[src/rtl/conversor_bcd_if.sv]
// Bus between the CPU output register and the binary-to-BCD converter feeding
// the seven-segment decoders.
interface conversor_bcd_if #(
  parameter int unsigned LARGURA = 16,
  parameter int unsigned DIGITOS = 5
);
  logic                   iniciar;
  logic [LARGURA-1:0]     valor;
  logic                   ocupado;
  logic                   pronto;
  logic [4*DIGITOS-1:0]   digitos;
  logic [DIGITOS-1:0]     habilita;
  logic [3:0]             sinal;
  logic                   sinal_ativo;

  modport master (
    output iniciar, valor,
    input  ocupado, pronto, digitos, habilita, sinal, sinal_ativo
  );

  modport slave (
    input  iniciar, valor,
    output ocupado, pronto, digitos, habilita, sinal, sinal_ativo
  );
endinterface

[src/rtl/conversor_bcd.sv]
// Iterative double-dabble binary-to-BCD converter with registered, blanked digit outputs.
// Define CONVERSOR_BCD_SINAL_EN to treat valor as two's complement and drive the minus digit.
module conversor_bcd #(
  parameter int unsigned LARGURA = 16,
  parameter int unsigned DIGITOS = 5
) (
  input logic             clock,
  input logic             reset,
  conversor_bcd_if.slave  bus
);

  localparam int unsigned CW = (LARGURA > 1) ? $clog2(LARGURA) : 1;
  localparam int unsigned BW = 4 * DIGITOS;

  typedef enum logic [1:0] {
    OCIOSO   = 2'd0,
    CONVERTE = 2'd1,
    FINALIZA = 2'd2
  } estado_t;

  estado_t            estado, proximo;
  logic [LARGURA-1:0] desloc;
  logic [LARGURA-1:0] magnitude;
  logic [BW-1:0]      bcd;
  logic [BW-1:0]      bcd_ajustado;
  logic [BW-1:0]      digitos_r;
  logic [CW-1:0]      passo;
  logic [DIGITOS-1:0] habilita_r;
  logic [DIGITOS-1:0] habilita_calc;
  logic               algum;
  logic               pronto_r;
  logic               ultimo_passo;

  assign ultimo_passo = (passo == CW'(LARGURA - 1));

  always_ff @(posedge clock or negedge reset) begin
    if (!reset) estado <= OCIOSO;
    else        estado <= proximo;
  end

  always_comb begin
    proximo = estado;
    case (estado)
      OCIOSO:   if (bus.iniciar) proximo = CONVERTE;
      CONVERTE: if (ultimo_passo) proximo = FINALIZA;
      FINALIZA: proximo = OCIOSO;
      default:  proximo = OCIOSO;
    endcase
  end

  always_comb begin
    bcd_ajustado = bcd;
    for (int unsigned i = 0; i < DIGITOS; i++) begin
      if (bcd[4*i +: 4] >= 4'd5) bcd_ajustado[4*i +: 4] = bcd[4*i +: 4] + 4'd3;
    end
  end

  // Scan from the most significant digit down so each enable sees every digit above it.
  always_comb begin
    habilita_calc = '0;
    algum         = 1'b0;
    for (int unsigned k = 0; k < DIGITOS; k++) begin
      algum = algum | (|bcd[4*(DIGITOS-1-k) +: 4]);
      habilita_calc[DIGITOS-1-k] = algum;
    end
    habilita_calc[0] = 1'b1;
  end

  always_ff @(posedge clock or negedge reset) begin
    if (!reset) begin
      desloc     <= '0;
      bcd        <= '0;
      passo      <= '0;
      digitos_r  <= '0;
      habilita_r <= '0;
      pronto_r   <= 1'b0;
    end else begin
      pronto_r <= 1'b0;
      case (estado)
        OCIOSO: begin
          if (bus.iniciar) begin
            desloc <= magnitude;
            bcd    <= '0;
            passo  <= '0;
          end
        end
        CONVERTE: begin
          bcd    <= {bcd_ajustado[BW-2:0], desloc[LARGURA-1]};
          desloc <= desloc << 1;
          passo  <= passo + 1'b1;
        end
        FINALIZA: begin
          digitos_r  <= bcd;
          habilita_r <= habilita_calc;
          pronto_r   <= 1'b1;
        end
        default: ;
      endcase
    end
  end

`ifdef CONVERSOR_BCD_SINAL_EN
  logic       negativo;
  logic       negativo_r;
  logic [3:0] sinal_r;
  logic       sinal_ativo_r;

  assign negativo  = bus.valor[LARGURA-1];
  assign magnitude = negativo ? (~bus.valor + 1'b1) : bus.valor;

  always_ff @(posedge clock or negedge reset) begin
    if (!reset) begin
      negativo_r    <= 1'b0;
      sinal_r       <= 4'd15;
      sinal_ativo_r <= 1'b0;
    end else begin
      if (estado == OCIOSO && bus.iniciar) negativo_r <= negativo;
      if (estado == FINALIZA) begin
        sinal_r       <= negativo_r ? 4'd10 : 4'd15;
        sinal_ativo_r <= negativo_r;
      end
    end
  end

  assign bus.sinal       = sinal_r;
  assign bus.sinal_ativo = sinal_ativo_r;
`else
  assign magnitude       = bus.valor;
  assign bus.sinal       = 4'd15;
  assign bus.sinal_ativo = 1'b0;
`endif

  assign bus.ocupado  = (estado != OCIOSO);
  assign bus.pronto   = pronto_r;
  assign bus.digitos  = digitos_r;
  assign bus.habilita = habilita_r;

endmodule

[src/flat_wrapper.sv]
// flat-port wrapper written by rule: the top's interface ports become plain ports
module conversor_bcd_flat 
#(
  parameter int unsigned LARGURA = 16,
  parameter int unsigned DIGITOS = 5
)
  (clock, reset, bus_iniciar, bus_valor, bus_ocupado, bus_pronto, bus_digitos, bus_habilita, bus_sinal, bus_sinal_ativo);
  conversor_bcd_if #(.LARGURA(LARGURA), .DIGITOS(DIGITOS)) bus_i ();
  input logic clock;
  input logic reset;
  input wire logic [$bits(bus_i.iniciar)-1:0] bus_iniciar;
  input wire logic [$bits(bus_i.valor)-1:0] bus_valor;
  output wire logic [$bits(bus_i.ocupado)-1:0] bus_ocupado;
  output wire logic [$bits(bus_i.pronto)-1:0] bus_pronto;
  output wire logic [$bits(bus_i.digitos)-1:0] bus_digitos;
  output wire logic [$bits(bus_i.habilita)-1:0] bus_habilita;
  output wire logic [$bits(bus_i.sinal)-1:0] bus_sinal;
  output wire logic [$bits(bus_i.sinal_ativo)-1:0] bus_sinal_ativo;
  assign bus_i.iniciar = bus_iniciar;
  assign bus_i.valor = bus_valor;
  assign bus_ocupado = bus_i.ocupado;
  assign bus_pronto = bus_i.pronto;
  assign bus_digitos = bus_i.digitos;
  assign bus_habilita = bus_i.habilita;
  assign bus_sinal = bus_i.sinal;
  assign bus_sinal_ativo = bus_i.sinal_ativo;
  conversor_bcd #(.LARGURA(LARGURA), .DIGITOS(DIGITOS)) u_core (.clock(clock), .reset(reset), .bus(bus_i));
endmodule
[config.mk]
export PLATFORM = sky130hd
export DESIGN_NAME = conversor_bcd_flat
export DESIGN_NICKNAME = d
export VERILOG_FILES = /design/src/rtl/conversor_bcd_if.sv /design/src/rtl/conversor_bcd.sv /design/src/flat_wrapper.sv
export SDC_FILE = /design/constraint.sdc
export NUM_CORES = 1
export LEC_CHECK = 0
export ABC_AREA = 1
export CORE_MARGIN = 2
export CORE_UTILIZATION = 53
export DETAILED_ROUTE_END_ITERATION = 12
export PLACE_DENSITY = 0.79
export SLEW_MARGIN = 20
export SYNTH_ARGS = -nofsm -noshare
export SYNTH_HDL_FRONTEND = slang
export SYNTH_SLANG_ARGS = --single-unit
[constraint.sdc]
create_clock -name clock -period 1.5 [get_ports clock]
set_clock_uncertainty 0.15 [all_clocks]
set_input_delay 0.3 -clock clock [delete_from_list [all_inputs] [get_ports clock]]
set_output_delay 0.3 -clock clock [all_outputs]
set_load 0.02 [all_outputs]
==> results.md, run 1 <==
* Power per Cell Area at around 2200 nW/um2
* # diodes at 0
* Lkg Pwr at approximately 2.1 nW
* Worst Path Required at 1580 ps
* WS Path Type: reg2reg
* Commonest non-fill, non-tap cells in the layout: nand2_1 (135), dfrtp_1 (68), nand3_1 (42), o21ai_0 (29), buf_4 (23)
* Final Cycle Share at 99.2%
* WL per Instance at about 13 um
* TritonRoute pass-1 iters at 4
* Ranking of synthesized cells by area: dfrtp_1 (52%), nand2_1 (16%), nand3_1 (7.1%)
* Asr flop ratio synth at 100%
* Synth Instances at 390
* Initial Utilization at 54.8%
* Clk_lat worst skew at between 300 and 400 ps
* Post-synthesis cell type count at 23
* Vias at between 2k and 3k
* First-pass GRT wire length at 11.8 mm
* CP arrival at approximately 1600 ps
* Dominant cell type by area after synthesis: dfrtp_1
* Crit-path max FO at 4
* Vias in the first global route at approximately 2.7k
* Register area share after synthesis at 52.4%
* Row cnt at 28
* Max-cap violations at 0
* Final HPWL DP at around 4.7 mm
* Outcome: finished clean
* P&R area growth vs syn at 29.9%
* Die X-Extent at 82.3 um
* H-tree depth at 3
* Via density at 5.19
* Total global-route track usage at approximately 23%
* VDD IR max at ~1.2 mV
* Routed wire length at about 7.3 mm
* Initial drt markers at about 190
* Residual DRC at 0
* Core area at roughly 6000 um2
* Hold Vio Cnt, Final at 0
* Yosys reg bits at between 60 and 70
* Placed cells at 519
* Port Buffer Count at 45
* Total negative slack at 0 ps
* Layout Cells excl Fill at between 500 and 600
* Hold crit path type: in2async
* Nets at slightly below 500
* Die area at a little under 7000 um2
* Worst Setup End Kind: flip-flop
* Grt ovf at 0
* Min cycle time layout at about 1500 ps
* Post-synth EDFFs at 0
* Synth warn at 0
* Mapped Avg Cell Area at 8.32 um2
* DRT antenna net count at 0
* Fmax achieved at ~0.67 GHz
* Final GP Congestion at approximately 0.90
* Clock Path Buffers at 2
* Synthesized area at 3250 um2
* Top-level port count at 51
* Final Setup Violations at 0
* Clk sink count at 68
* Die Y at 82.3 um
* RSZ-0062 raised after global routing: true
* Clock transition at path regs at around 80 ps
* Commonest non-fill, non-tap cell in the layout: nand2_1
* CTS Root Cell: clkbuf_8
* TritonCTS clock tree: yes
* TritonCTS buffer count at 9
* Ratio of cells with drive above 1 in the final layout at 18.4%
* Critical path startpoint category: flip-flop
* Max-slew violation count at 0
* Dominant synthesized flop cell: dfrtp_1
* Synth top area share at 52.4%
* Largest net degree at the start of global routing at 43
* Fillers at ~470
* Initial antenna violation count at 0
-- cell families (layout without fill, tap and decap cells) --
logic type	count (synthesis)	after routing	share of synthesized area, %
xor gates and xnor gates	1	1	0.270
adders and majority gates	15	15	5.78
AOI/OAI and AO/OA	46	46	7.25
and+or+nand+nor	208	208	27.0
DFF	68	68	52.4
other	2	5	0.231
buffers and inverters	50	124	7.05
-- worst max-delay path, stage by stage, from the launching register on --
cell	delay, ps
dfrtp_1	430
buf_4	160
ha_1	210
o21ai_1	170
nand3_1	100
nand3_1	100
nand2_1	60
-- cell type report --
class / count / area [um2] / area share (%)
Sequential cell: 68 / 1700 / 40.4
Multi-Input combinational cell: 275 / 1360 / 32.3
Timing Repair Buffer: 74 / 676 / 16.0
Clock buffer: 10 / 138 / 3.27
Inverter: 34 / 135 / 3.21
Clock inverter: 6 / 111 / 2.64
Tap cell: 75 / 93.8 / 2.23
-- sequential cells by signal, indices dropped and copies added, names as in the netlist --
signal               flops
u_core.bus.habilita      5
u_core.bus.digitos      20
u_core.desloc           16
u_core.passo             4
u_core.bus.pronto        1
u_core.bcd              20
u_core.estado            2
-- report_power, final --
group	internal [mW]	total [mW]	switching, mW
logic	1.73	4.30	2.58
registers	2.60	3.14	0.542
clock network	1.15	1.86	0.710
-- stage by stage --
| stage | total power, mW | utilization (%) | setup WS, ps | hold slack (ps) | cell area [um2] |
|---|---|---|---|---|---|
| finish | 9.31 | 71.2 | 11.6 | 244 | 4220 |
| global route | 10.0 | 71.2 | -40.4 | 271 | 4220 |
| CTS | 9.01 | 70.2 | 0.225 | 247 | 4160 |
| detailed placement | 7.18 | 66.1 | -121 | 83.3 | 3910 |
| global placement | 6.99 | 66.1 | -71.2 | 75.8 | 3910 |
| floorplan | 5.69 | - | 154 | -146 | 3260 |
-- final timing paths --
check                                              startpoint                                 end  slack, ps  cells past startpoint
setup / recovery                    u_core.bcd[4]$_DFFE_PN0P_           u_core.bcd[6]$_DFFE_PN0P_         10                      6
hold / removal                                          reset  u_core.bus.digitos[16]$_DFFE_PN0P_        240                      2
setup reg to reg                    u_core.bcd[4]$_DFFE_PN0P_           u_core.bcd[6]$_DFFE_PN0P_         10                      6
hold reg to reg            u_core.bus.habilita[0]$_DFFE_PN0P_  u_core.bus.habilita[0]$_DFFE_PN0P_        320                      1
max in group asynchronous                               reset   u_core.bus.digitos[2]$_DFFE_PN0P_        420                      3
min in group clock         u_core.bus.habilita[0]$_DFFE_PN0P_  u_core.bus.habilita[0]$_DFFE_PN0P_        320                      1
-- per-layer routing --
metal	wire length, um	up-vias	track usage (%)
met2	3740	86	37.7
li1	-	1385	-
met1	3140	1330	28.7
met5	0	-	0
met3	294	13	4.89
met4	143	0	12.5
-- cells in the mapped netlist, types with 3 or more instances --
library cell    n
buf_4           8
nor2_1         13
ha_1           15
nand3_1        46
dfrtp_1        68
inv_2           3
nand4_1         5
nand2_1       137
inv_1          30
o21ai_1         3
o21ai_0        39
buf_2           7
-- repair_timing --
item	in CTS	in global routing
endpoints found under the setup margin	30	37
setup buffers	0	5
resized for setup	52	49
cloned	0	1
hold endpoints to repair	12	0
pin swaps	0	5
hold buffers	1	0
Note: power is estimated with default switching activity, not from simulation.
==> run 2, diff against run 1 <==
- ABC_AREA: 1 -> not set
- CORE_UTILIZATION: 53 -> 54
- MAX_ROUTING_LAYER: not set -> met4
- PLACE_DENSITY: 0.79 -> 0.8
==> run 2 against run 1 <==
The run now ends with setup timing left. Utilization is 10 points higher. First-iteration DRC count grew 31%. Combinational power up 31%. Cell count down 4.2%. Worst hold slack better by 76 ps. Clock power down 31%. Sequential cell count is the same. Critical endpoint is now u_core.bus.habilita[1]$_DFFE_PN0P_.
==> results.md, run 2 <==
* Final Cycle Share at 117%
* Power Total at 10.1 mW
* Max-slew violation count at 0
* Hold Path Stages at 1
* Final WS setup at -257 ps
* Initial drt markers at 250
* Clock Path Buffers at 2
* Total global-route track usage at between 20% and 30%
* Power per Cell Area at between 2000 and 2500 nW/um2
* Synth warn at 0
* Post-synthesis simple-gate area fraction at about 15%
* Post-synth top cells: dfrtp_1 (68), nand2_1 (50), o21ai_0 (34)
* Worst Path Required at approximately 1600 ps
* TritonRoute pass-1 iters at 4
* Clock transition at path regs at 70 ps
* Clk sink count at between 60 and 70
* Pre-CTS WS at -334 ps
* Synth top area share at about half
* Most frequent cell after synthesis: dfrtp_1
* Crit-path max cell delay at 410 ps
* Die area at ~6700 um2
* Synth Instances at between 300 and 400
* Worst Setup End Kind: flip-flop
* Grt ovf at 0
* Hold Slack at 320 ps
* Register area share after synthesis at roughly 52%
* Vias at about 3k
* Hold endpoint: u_core.bus.habilita[0]$_DFFE_PN0P_
* Commonest non-fill, non-tap cell in the layout: dfrtp_1
* Largest family of logic cells by synthesized area: compound AO/OA/AOI/OAI gates
* R2r startpoint: u_core.bcd[17]$_DFFE_PN0P_
* Fmax achieved at roughly 0.57 GHz
* Mux contribution to synthesized area at 0%
* Reg2Reg Setup Slack at -260 ps
* TritonCTS clock tree: yes
* # diodes at 0
* H-tree depth at 3
* Hold Vio Cnt, Final at 0
* Residual DRC at 0
* Yosys reg bits at 68
* Critical path cell sequence: inv_2 > ha_4 > nor3b_4 > nand3_2 > nor4b_4 > a41oi_2
* Total negative slack at -1300 ps
* Min cycle time layout at between 1500 and 2000 ps
* Top-level port count at 51
* Clk_lat worst skew at roughly 360 ps
* CP arrival at approximately 1800 ps
* Failing checks: setup timing
* Final GP Congestion at around 0.80
* Initial Utilization at between 50% and 60%
* WS Path Type: reg2reg
* Placed cells at about 480
* Vias in the first global route at 2743
* Hold crit path type: reg2reg
* Asr flop ratio synth at between 90% and 100%
* Xor and xnor area share after synthesis at 1.60%
* Mapped Avg Cell Area at around 10 um2
* Nets at 474
* Commonest non-fill, non-tap cells in the layout: dfrtp_1 (68), buf_4 (53), nand2_1 (50), o21ai_1 (19)
* Max-cap violations at 0
* Post-synth EDFFs at 0
* Post-synthesis cell type count at 39
* Slowest CP cell: dfrtp_1
* Hold Path Origin: u_core.bus.habilita[0]$_DFFE_PN0P_
* Die Y at just over 80 um
* Lkg Pwr at between 2 and 2.5 nW
* Final Setup Violations at 30
* R2R cell count at 6
* Dominant cell type by area after synthesis: dfrtp_1
* CTS Root Cell: clkbuf_8
* Core Util, Final at between 80% and 90%
* Port Buffer Count at 45
* Area share of fa/ha/maj cells after synthesis at 5.73%
* VDD IR max at 1.13 mV
* Core area at just under 6000 um2
* RSZ-0062 raised after global routing: true
* Synth Area in Compound Gates at between 10% and 20%
* Crit-path max FO at 2
* Synthesized area at around 3300 um2
* WL per Instance at about 18 um
* Outcome: finished, violations left
* Row cnt at 28
* RR Endpoint: u_core.bus.habilita[1]$_DFFE_PN0P_
* Layout Cells excl Fill at ~520
* TritonCTS buffer count at 9
* Ratio of cells with drive above 1 in the final layout at a little over a third
* Via density at 5.78
* Post-DP Area at 4110 um2
* Dominant synthesized flop cell: dfrtp_1
* Ranking of synthesized cells by area: dfrtp_1 (52%), ha_1 (5.7%), nand2_1 (5.7%)
* Final instance area at 4790 um2
* Die X-Extent at 81.9 um
* P&R area growth vs syn at 46.0%
* Final HPWL DP at roughly 4.9 mm
* Routed wire length at roughly 9.2 mm
* Initial antenna violation count at 0
* DRT antenna net count at 0
* Largest net degree at the start of global routing at 69
* First-pass GRT wire length at 12.6 mm
* Critical path startpoint category: flip-flop
==> run 2: cell types whose count changed after synthesis, sizes merged, moves of 6 or more <==
cell,change
a21oi,+22
a22oi,+15
and2b,+6
inv,-23
nand2,-89
nand2b,+8
nand3,-39
nor2b,+12
o21ai,-7
o22ai,+8
==> run 2: worst max-delay path by stage <==
stage	start	to	slack [ps]	cells after the start
5_1_grt	u_core.bcd[17]$_DFFE_PN0P_	u_core.bus.habilita[1]$_DFFE_PN0P_	-310	6
4_1_cts	u_core.bcd[17]$_DFFE_PN0P_	u_core.bus.habilita[1]$_DFFE_PN0P_	-100	6
3_5_place_dp	bus_iniciar	u_core.desloc[11]$_DFFE_PN0P_	-330	6
2_1_floorplan	u_core.bcd[16]$_DFFE_PN0P_	u_core.bus.habilita[1]$_DFFE_PN0P_	-50	6
3_3_place_gp	bus_iniciar	u_core.passo[2]$_DFFE_PN0P_	-260	6
6_report	u_core.bcd[17]$_DFFE_PN0P_	u_core.bus.habilita[1]$_DFFE_PN0P_	-260	6
==> run 2: area by class of cell <==
type | count | area, um2
fillers | 353 | 1100
multi-input cells | 232 | 1760
inverters | 11 | 41.3
clock buffers | 12 | 135
well taps | 75 | 93.8
clock inverters | 3 | 15.0
flip-flops and latches | 68 | 1700
repair buffers | 118 | 1040
==> run 2: per-layer routing <==
layer | GRT usage, % | share of wire, % | routed length [um] | vias up
met5 | - | 0 | 0 | -
met4 | 10.0 | 1.5 | 140 | 0
met3 | 4.51 | 5.5 | 501 | 17
met2 | 42.0 | 52 | 4730 | 119
met1 | 30.8 | 41 | 3790 | 1492
li1 | - | - | - | 1372
==> run 2: cells by family after synthesis <==
kind of cell             after synthesis
adder cells (fa/ha/maj)               15
buffers and inverters                 35
flip-flops                            68
other                                  2
XOR/XNOR                               6
AND/OR/NAND/NOR                      102
AO/OA/AOI/OAI                        104
==> run 2: critical path: cells and delay by family, from the launching register on <==
family / cells / cell delay, ps
DFF: 1 / 410
AOI/OAI and AO/OA: 1 / 160
buffers and inverters: 1 / 90
and+or+nand+nor: 3 / 680
adders and majority gates: 1 / 120
==> run 2: timing repair <==
| item | 4_1_cts | 5_1_grt |
|---|---|---|
| hold buffers | 1 | 0 |
| buffers inserted | 3 | 14 |
| pin swaps | 9 | 12 |
| setup endpoints to repair | 61 | 73 |
| cloned | 1 | 2 |
| gates resized for setup | 80 | 94 |
| hold endpoints to repair | 68 | 0 |
==> run 2: power by group <==
part / internal, mW / switching, mW / total (mW)
combinational: 2.87 / 2.76 / 5.63
sequential: 2.51 / 0.662 / 3.17
clock: 0.584 / 0.696 / 1.28
total: 5.97 / 4.11 / 10.1
==> run 3, diff against run 2 <==
- CORE_ASPECT_RATIO: not set -> 0.75
==> run 3 against run 2 <==
The run still ends with setup timing left. Critical path depth unchanged. Power up 10%. Sequential share of layout area down 0.34 points. Sequential power up 2%. Worst setup slack better by 43 ps. Worst hold slack worse by 110 ps. Critical endpoint unchanged. Largest cell class unchanged.
==> results.md, run 3 (synthesized netlist as in run 2, its figures left out) <==
* Outcome: finished, violations left
* Failing checks: setup timing
* WS Path Type: reg2reg
* RR Endpoint: u_core.bus.habilita[1]$_DFFE_PN0P_
* Critical path cell sequence: inv_2 > ha_4 > nor3b_4 > nand3_2 > nor4b_4 > a41oi_2
* Via density at approximately 6.4
* Crit path depth at 6
* Die area at 6720 um2
* Final GP Congestion at 0.894
* Ratio of cells with drive above 1 in the final layout at about two fifths
* Metal3 WL at 1.15 mm
* Grt ovf at 0
* # diodes at 0
* CP arrival at 1790 ps
* Die X-Extent at 94.0 um
* Largest net degree at the start of global routing at 36
* Vias at 3324
* Core area at 5830 um2
* Clock Path Buffers at 2
* WL per Instance at about 22 um
* Routed wl met2 at ~5.4 mm
* Pre-CTS WS at -417 ps
* Min cycle time layout at 1710 ps
* R2r startpoint: u_core.bcd[17]$_DFFE_PN0P_
* Clk sink count at 68
* VDD IR max at between 1 and 1.5 mV
* Nets at 470
* Clock transition at path regs at around 80 ps
* Power Total at ~11 mW
* Slowest CP cell: dfrtp_1
* Power per Cell Area at about 2300 nW/um2
* First-pass GRT wire length at approximately 15 mm
* Max-slew violation count at 0
* Residual DRC at 0
* Total global-route track usage at 29.4%
* Crit-path max cell delay at approximately 400 ps
* DRT antenna net count at 0
* Worst Path Required at around 1600 ps
* Row cnt at 24
* CTS Root Cell: clkbuf_8
* TritonCTS buffer count at 9
* Die Y at 71.5 um
* Max-cap violations at 0
* Slew headroom at a little under three fifths
* Port Buffer Count at 45
* R2R cell count at 6
* Initial antenna violation count at 0
* Final Cycle Share at 114%
* Vias in the first global route at roughly 3k
* TritonRoute pass-1 iters at 5
* Slew @ Worst Pin at around 630 ps
* Routed wire length at between 10 and 15 mm
* Worst Setup End Kind: flip-flop
* RSZ-0062 raised after global routing: true
* Hold Vio Cnt, Final at 0
* Final HPWL DP at 5.36 mm
* Final Setup Violations at 25
* Commonest non-fill, non-tap cell in the layout: dfrtp_1
* Core Util, Final at between 80% and 90%
* Reg2Reg Setup Slack at -210 ps
* Final WS setup at -214 ps
* Max layer used: met4
* TritonCTS clock tree: yes
* H-tree depth at 3
* Clk_lat worst skew at between 300 and 400 ps
* M1 wire length at approximately 4.2 mm
* Crit path max-delay family: simple AND/OR/NAND/NOR gates
* Top-level port count at 51
* Commonest non-fill, non-tap cells in the layout: dfrtp_1 (67), nand2_1 (50), buf_4 (47), o21ai_0 (26), clkbuf_2 (23)
* Fmax achieved at around 0.58 GHz
* Initial Utilization at between 50 and 60%
* Critical path startpoint category: flip-flop
* Total negative slack at -1670 ps
* P&R area growth vs syn at 47.6%
* CP bufs+invs at 1
* Hold crit path type: in2async
* Crit-path max FO at 2
* Initial drt markers at 479
* Lkg Pwr at about 2.2 nW
-- run 3: cell type report --
class                   instances  area, um2
fillers                       273        988
flip-flops and latches         68       1700
repair buffers                114        926
clock buffers                  12        135
well taps                      78       97.6
inverters                      11       43.8
multi-input cells             232       1830
clock inverters                 4       97.6
-- run 3: worst max-delay path by stage --
stage                                from                                 end  slack, ps
6_report       u_core.bcd[17]$_DFFE_PN0P_  u_core.bus.habilita[1]$_DFFE_PN0P_       -210
5_1_grt        u_core.bcd[17]$_DFFE_PN0P_  u_core.bus.habilita[1]$_DFFE_PN0P_       -260
4_1_cts        u_core.bcd[17]$_DFFE_PN0P_  u_core.bus.habilita[1]$_DFFE_PN0P_       -170
3_5_place_dp                  bus_iniciar        u_core.desloc[7]$_DFFE_PN0P_       -420
3_3_place_gp                  bus_iniciar       u_core.desloc[12]$_DFFE_PN0P_       -300
2_1_floorplan  u_core.bcd[16]$_DFFE_PN0P_  u_core.bus.habilita[1]$_DFFE_PN0P_        -50
-- run 3: where the power goes --
| group | internal [mW] | switching, mW | leakage (nW) |
|---|---|---|---|
| clock | 1.11 | 0.739 | 0.111 |
| sequential | 2.51 | 0.724 | 0.897 |
| combinational | 2.85 | 3.17 | 1.24 |
-- run 3: per-layer routing --
metal	GRT usage [%]	vias to the layer above
met5	-	-
met4	11.4	0
met3	6.41	85
met2	47.7	275
met1	36.3	1596
li1	-	1368
-- run 3: what timing repair did --
action | CTS | global route
setup endpoints to repair | 49 | 73
gates cloned | 0 | 4
hold buffers | 1 | 0
endpoints found under the hold margin | 33 | 0
gates resized for setup | 101 | 84
setup buffers | 10 | 13
pin swaps | 18 | 16
-- run 3: per-stage QoR --
| step | cells | hold WS [ps] | cell area [um2] |
|---|---|---|---|
| final | 519 | 209 | 4840 |
| after global routing | 519 | 243 | 4840 |
| after CTS | 505 | 217 | 4590 |
| after detailed placement | 480 | 60.3 | 4090 |
| after global placement | 480 | 59.9 | 4090 |
| after floorplan | 335 | -146 | 3310 |
